==> src/rtl/rgs_pkg.sv <==
// Shared definitions for the timestamping register-bus master: register map,
// command encodings and sequencer states.
package rgs_pkg;

  localparam logic [7:0] CTL_TIME    = 8'h00;
  localparam logic [7:0] CTL_RX      = 8'h40;
  localparam logic [7:0] CTL_TX      = 8'h60;
  localparam logic [7:0] STAT_OFS    = 8'h04;
  localparam logic [7:0] DATA_OFS    = 8'h10;
  localparam logic [7:0] DATA_STRIDE = 8'h04;

  typedef enum logic [1:0] {
    OP_TIME = 2'd0,
    OP_RX   = 2'd1,
    OP_TX   = 2'd2,
    OP_ILL  = 2'd3
  } op_e;

  typedef enum logic [3:0] {
    ST_IDLE     = 4'd0,
    ST_CLR      = 4'd1,
    ST_STAT_RD  = 4'd2,
    ST_STAT_CAP = 4'd3,
    ST_SET      = 4'd4,
    ST_WAIT     = 4'd5,
    ST_POLL_RD  = 4'd6,
    ST_POLL_CAP = 4'd7,
    ST_DAT_RD   = 4'd8,
    ST_DAT_CAP  = 4'd9,
    ST_DONE     = 4'd10,
    ST_ILL      = 4'd11
  } state_e;

  function automatic logic [7:0] ctl_addr(input op_e op);
    case (op)
      OP_RX:   return CTL_RX;
      OP_TX:   return CTL_TX;
      default: return CTL_TIME;
    endcase
  endfunction

endpackage

==> src/rtl/rgs_mst.sv <==
// Register-bus initiator for the timestamping register file: RTC snapshot and
// RX/TX queue pops. Optional poll timeout enabled by defining RGS_MST_TIMEOUT_EN.
module rgs_mst
  import rgs_pkg::*;
#(
  parameter int WAIT_CYC = 4,
  parameter int POLL_MAX = 255
) (
  input  logic         clk,
  input  logic         rst,
  input  logic         cmd_valid,
  output logic         cmd_ready,
  input  logic [1:0]   cmd_op,
  output logic         rsp_valid,
  output logic [127:0] rsp_data,
  output logic         rsp_empty,
  output logic         rsp_err,
  output logic         wr_out,
  output logic         rd_out,
  output logic [7:0]   addr_out,
  output logic [31:0]  data_out,
  input  logic [31:0]  data_in
);

  if (WAIT_CYC < 4 || WAIT_CYC > 256 || POLL_MAX < 1) begin : g_param_chk
    $error("rgs_mst: WAIT_CYC must be 4..256 and POLL_MAX must be >= 1");
  end

  localparam logic [7:0] WAIT_LAST = 8'(WAIT_CYC - 1);

  state_e         state_q, state_d;
  op_e            op_q, op_d;
  logic [7:0]     wait_q, wait_d;
  logic [1:0]     word_q, word_d;
  logic [127:0]   acc_q, acc_d;
  logic           done_empty, done_err;

  logic           cmd_ready_q, cmd_ready_d;
  logic           rsp_valid_q, rsp_valid_d;
  logic [127:0]   rsp_data_q, rsp_data_d;
  logic           rsp_empty_q, rsp_empty_d;
  logic           rsp_err_q, rsp_err_d;
  logic           wr_q, wr_d;
  logic           rd_q, rd_d;
  logic [7:0]     addr_q, addr_d;
  logic [31:0]    data_q, data_d;
  logic [7:0]     ctl;
  logic [127:0]   time_word;

`ifdef RGS_MST_TIMEOUT_EN
  localparam int PW = (POLL_MAX > 1) ? $clog2(POLL_MAX) : 1;
  logic [PW-1:0]  poll_q, poll_d;
`endif

  always_comb begin
    state_d    = state_q;
    op_d       = op_q;
    wait_d     = wait_q;
    word_d     = word_q;
    acc_d      = acc_q;
    done_empty = 1'b0;
    done_err   = 1'b0;
`ifdef RGS_MST_TIMEOUT_EN
    poll_d     = poll_q;
`endif
    case (state_q)
      ST_IDLE: begin
        if (cmd_valid && cmd_ready_q) begin
          op_d    = op_e'(cmd_op);
          state_d = (cmd_op == OP_ILL) ? ST_ILL : ST_CLR;
        end
      end
      ST_ILL: begin
        state_d  = ST_DONE;
        done_err = 1'b1;
      end
      ST_CLR:      state_d = (op_q == OP_TIME) ? ST_SET : ST_STAT_RD;
      ST_STAT_RD:  state_d = ST_STAT_CAP;
      ST_STAT_CAP: begin
        // An empty queue must not be popped, so the trigger is never raised.
        if (data_in[7:0] == 8'd0) begin
          state_d    = ST_DONE;
          done_empty = 1'b1;
        end else begin
          state_d = ST_SET;
        end
      end
      ST_SET: begin
        state_d = ST_WAIT;
        wait_d  = WAIT_LAST;
`ifdef RGS_MST_TIMEOUT_EN
        poll_d  = '0;
`endif
      end
      ST_WAIT: begin
        if (wait_q == 8'd0) state_d = ST_POLL_RD;
        else                wait_d  = wait_q - 8'd1;
      end
      ST_POLL_RD:  state_d = ST_POLL_CAP;
      ST_POLL_CAP: begin
        if (data_in[0]) begin
          state_d = ST_DAT_RD;
          word_d  = 2'd0;
        end else begin
`ifdef RGS_MST_TIMEOUT_EN
          if (poll_q == PW'(POLL_MAX - 1)) begin
            state_d  = ST_DONE;
            done_err = 1'b1;
          end else begin
            poll_d  = poll_q + 1'b1;
            state_d = ST_POLL_RD;
          end
`else
          state_d = ST_POLL_RD;
`endif
        end
      end
      ST_DAT_RD:   state_d = ST_DAT_CAP;
      ST_DAT_CAP: begin
        acc_d   = {acc_q[95:0], data_in};
        word_d  = word_q + 2'd1;
        state_d = (word_q == 2'd3) ? ST_DONE : ST_DAT_RD;
      end
      ST_DONE:     state_d = ST_IDLE;
      default:     state_d = ST_IDLE;
    endcase
  end

  // Bus and result registers are loaded from the next state so they line up
  // with the state they belong to.
  always_comb begin
    ctl         = ctl_addr(op_d);
    time_word   = {42'd0, acc_d[111:96], acc_d[95:64], acc_d[61:32], acc_d[7:0]};
    wr_d        = 1'b0;
    rd_d        = 1'b0;
    addr_d      = 8'd0;
    data_d      = 32'd0;
    cmd_ready_d = (state_d == ST_IDLE);
    rsp_valid_d = 1'b0;
    rsp_data_d  = rsp_data_q;
    rsp_empty_d = rsp_empty_q;
    rsp_err_d   = rsp_err_q;
    case (state_d)
      ST_CLR: begin
        wr_d   = 1'b1;
        addr_d = ctl;
      end
      ST_STAT_RD: begin
        rd_d   = 1'b1;
        addr_d = ctl + STAT_OFS;
      end
      ST_SET: begin
        wr_d   = 1'b1;
        addr_d = ctl;
        data_d = 32'd1;
      end
      ST_POLL_RD: begin
        rd_d   = 1'b1;
        addr_d = ctl;
      end
      ST_DAT_RD: begin
        rd_d   = 1'b1;
        addr_d = ctl + DATA_OFS + ({6'd0, word_d} * DATA_STRIDE);
      end
      ST_DONE: begin
        wr_d        = (op_d != OP_ILL);
        addr_d      = (op_d != OP_ILL) ? ctl : 8'd0;
        rsp_valid_d = 1'b1;
        rsp_empty_d = done_empty;
        rsp_err_d   = done_err;
        if (done_empty || done_err) rsp_data_d = 128'd0;
        else if (op_d == OP_TIME)   rsp_data_d = time_word;
        else                        rsp_data_d = acc_d;
      end
      default: ;
    endcase
  end

  always_ff @(posedge clk) begin
    if (rst) begin
      state_q     <= ST_IDLE;
      op_q        <= OP_TIME;
      cmd_ready_q <= 1'b0;
      rsp_valid_q <= 1'b0;
      rsp_data_q  <= 128'd0;
      rsp_empty_q <= 1'b0;
      rsp_err_q   <= 1'b0;
      wr_q        <= 1'b0;
      rd_q        <= 1'b0;
      addr_q      <= 8'd0;
      data_q      <= 32'd0;
    end else begin
      state_q     <= state_d;
      op_q        <= op_d;
      cmd_ready_q <= cmd_ready_d;
      rsp_valid_q <= rsp_valid_d;
      rsp_data_q  <= rsp_data_d;
      rsp_empty_q <= rsp_empty_d;
      rsp_err_q   <= rsp_err_d;
      wr_q        <= wr_d;
      rd_q        <= rd_d;
      addr_q      <= addr_d;
      data_q      <= data_d;
    end
  end

  always_ff @(posedge clk) begin
    wait_q <= wait_d;
    word_q <= word_d;
    acc_q  <= acc_d;
`ifdef RGS_MST_TIMEOUT_EN
    poll_q <= poll_d;
`endif
  end

  assign cmd_ready = cmd_ready_q;
  assign rsp_valid = rsp_valid_q;
  assign rsp_data  = rsp_data_q;
  assign rsp_empty = rsp_empty_q;
  assign rsp_err   = rsp_err_q;
  assign wr_out    = wr_q;
  assign rd_out    = rd_q;
  assign addr_out  = addr_q;
  assign data_out  = data_q;

endmodule

==> config.mk <==
export PLATFORM = sky130hd
export DESIGN_NAME = rgs_mst
export DESIGN_NICKNAME = d
export VERILOG_FILES = /design/src/rtl/rgs_pkg.sv /design/src/rtl/rgs_mst.sv
export SDC_FILE = /design/constraint.sdc
export NUM_CORES = 1
export LEC_CHECK = 0
export BUFFER_PORTS_ARGS = -buffer_cell sky130_fd_sc_hd__buf_2
export CORE_UTILIZATION = 52
export DETAILED_ROUTE_END_ITERATION = 8
export PLACE_DENSITY = 0.75
export SLEW_MARGIN = 10
export SYNTH_ARGS = -nofsm -noshare
export SYNTH_HDL_FRONTEND = slang
export SYNTH_SLANG_ARGS = --single-unit
==> constraint.sdc <==
create_clock -name clk -period 5.09 [get_ports clk]
set_input_delay 1.527 -clock clk [delete_from_list [all_inputs] [get_ports clk]]
set_output_delay 1.527 -clock clk [all_outputs]
set_load 0.03 [all_outputs]
==> results_dict.tcl <==
set metrics [dict create \
    status "complete, no violations" \
    cts.clk_slew.worst_paths_ns 0.06 \
    path_cells "buf_2 -> nand2_1 -> or4b_1 -> mux2i_1 -> ha_4 -> buf_4 -> mux2i_1 -> nand4_1 -> o21ai_0" \
    setup-violations-final 0 \
    remaining_drc_errors 0 \
    cts_tree "built" \
    die_w_um 151 \
    async_reset_ff_share_pct 0 \
    mostFrequentLayoutCell "dfxtp_1" \
    maxCapViolCount 0 \
    drt_iter0_markers 852 \
    cp_slowest_stage_delay_ns 0.56 \
    fin_area_um2 13400 \
    crit_path_frequent_cell "mux2i_1" \
    grt_max_degree 106 \
    ys_types 53 \
    nets 1391 \
    rsz0062_at_grt "false" \
    first_global_vias 8540 \
    synth_simple_gate_area_share_pct 15.2 \
    fin_skew_ns 0.00890 \
    synthAdderAreaFrac_pct 0.540 \
    fillCellCount 1848 \
    initial_core_util_pct 53.1 \
    routabilityCongestion 0.916 \
    endpoint_kind "flip-flop" \
    max_slew.worst_pin.slew_ns 0.966 \
    n_antenna_cell 0 \
    dp_hpwl_um 21000 \
    antenna_found_initial 0 \
    power_density_nw_per_um2 451 \
    synthToLayoutAreaGrowth_pct 15.5 \
    ctsRootBufferMaster "clkbuf_16" \
    drt_wl_total_um 30700 \
    viasPerCell 5.66 \
    ir_drop_mv 0.332 \
    path_max_fanout 35 \
    drive_gt1_share_pct 24.2 \
    drtPass1Iterations 5 \
    clock_path_buffers 3 \
    grt_pass1_wl_um 46800 \
    numPortBuffers 176 \
    clock_sinks 284 \
    clk_latency_ns 0.54 \
    ctsResizeCount 0 \
    synth_compound_area_share_pct 9.49 \
    cts_made_buffers 29 \
    hold_violations 0 \
    dp_cells 1598 \
    maxSlewViolCount 0 \
    hold_buffers 0 \
    syn_area_per_cell_um2 9.44 \
    slew_headroom_pct 35.6 \
    path_delay_family "simple AND/OR/NAND/NOR gates" \
    vias 9331 \
    place_area_um2 12500 \
    synth_warnings 0 \
    worstPathRequired_ns 5.56 \
    row_count 54 \
    synth-edff-count 8 \
    ys.flop_type "dfxtp_1" \
    synthXorXnorAreaFrac_pct 0.378 \
    die_height_um 151 \
    fin_cells 1650 \
    finalCritPeriodShare_pct 70.4 \
    crit_path_top_delay_cell "or4b_1" \
    overflow 0 \
    worstPathArrival_ns 4.06 \
    ys_seq_area_share_pct 49.7 \
    synthCells 1228 \
    ant_nets 0 \
    wl_per_cell_um 18.6 \
    mostFrequentLayoutCells "dfxtp_1, nand2_1, buf_2" \
    grt_use_total_pct 26.6 \
    htree_levels 1 \
    crit_type "in -> reg" \
    synth_top_family_by_area "multiplexers" \
    die_area_um2 22900 \
    syn-cell-area_um2 11600 \
    ys_ff_latch 284 \
    hold_path.class "reg -> reg" \
    post-route-util_pct 61.4 \
    min_period_ns 3.59 \
    worst-path-buf-inv 2 \
    finalSetupTns_ns 0 \
    cts_setup_buffers 0 \
    start_kind "input pin" \
    max_freq_ghz 0.279 \
    io_pins 211 \
    p_leak_nw 6.11 \
    synthMuxAreaShare_pct 16.4 \
    core_region_area_um2 21800 \
]
-- Yosys cell counts, types with 8 or more instances --
cell,instances,area [µm²]
o211a_1,9,90.1
inv_1,57,214
nand2_1,178,668
a21oi_1,30,150
dfxtp_1,276,5530
buf_4,37,278
nor2_1,46,173
buf_2,36,180
o21ai_0,131,656
mux2_2,79,890
mux2i_1,101,1010
nand4_1,106,663
a41o_1,8,80.1
edfxtp_1,8,240
clkbuf_1,59,221
-- through the flow --
stage               setup WS (ns)  total power, mW  hold slack (ns)
floorplan                    1.24             3.63            0.451
global placement             1.06             3.96            0.441
detailed placement          0.964             3.98            0.445
CTS                          1.53             6.03            0.456
global route                 1.27             6.28            0.467
finish                       1.50             6.04            0.453
-- cells by family (layout without fill, tap and decap cells) --
| group | after synthesis | count (layout) |
|---|---|---|
| fa+ha+maj | 5 | 5 |
| simple gates | 364 | 364 |
| other cells | 1 | 34 |
| mux | 180 | 180 |
| xor+xnor | 5 | 5 |
| buf+inv | 196 | 305 |
| flops | 284 | 284 |
| compound gates | 193 | 193 |
-- worst register-to-register path, cell delays in order, from the launching register on --
cell	delay [ns]
dfxtp_1	0.56
nor4bb_4	0.94
buf_4	0.61
mux2i_1	0.59
a21oi_1	0.14
nand4_1	0.11
o21ai_0	0.10
-- registers in the layout, summed over array words and instances, names as in the netlist --
register and count:
acc_q 128, addr_out 5, cmd_ready 1, data_out 1, op_q 2, rd_out 1
rsp_data 128, rsp_empty 1, rsp_err 1, rsp_valid 1, state_q 4, wait_q 8
word_q 2, wr_out 1
-- path summary, 6_finish.rpt --
path,cells past startpoint,to,slack (ns),startpoint
worst max register to register,6,rsp_data[18]$_SDFFE_PP0P_,1.92,state_q[3]$_SDFF_PP0_
worst min register to register,2,rsp_data[30]$_SDFFE_PP0P_,0.45,rsp_data[30]$_SDFFE_PP0P_
worst min-delay path,2,rsp_data[30]$_SDFFE_PP0P_,0.45,rsp_data[30]$_SDFFE_PP0P_
worst max-delay path,9,rsp_data[55]$_SDFFE_PP0P_,1.50,cmd_valid
-- where the power goes --
group | total (mW) | leakage (nW) | internal, mW | switching (mW)
Clock | 2.07 | 0.463 | 1.20 | 0.863
Combinational | 1.46 | 3.35 | 0.463 | 0.998
Sequential | 2.51 | 2.29 | 2.39 | 0.126
Total | 6.04 | 6.11 | 4.05 | 1.99
-- cell type report --
| class | count | area [µm²] | share of cell area, % |
|---|---|---|---|
| Inverter | 58 | 220 | 1.64 |
| Clock buffer | 43 | 850 | 6.34 |
| Timing Repair Buffer | 195 | 1090 | 8.11 |
| Tap cell | 280 | 350 | 2.62 |
| Sequential cell | 284 | 5770 | 43.0 |
| Clock inverter | 9 | 80.1 | 0.598 |
| Multi-Input combinational cell | 781 | 5040 | 37.7 |
-- layer usage --
layer	vias up	global-route usage [%]	routed length, µm
met4	0	10.4	1140
li1	4446	-	-
met1	4429	36.7	13300
met3	77	3.16	2030
met5	-	0	0
met2	379	42.2	14300
No activity file was read; power rests on OpenSTA's default activity.
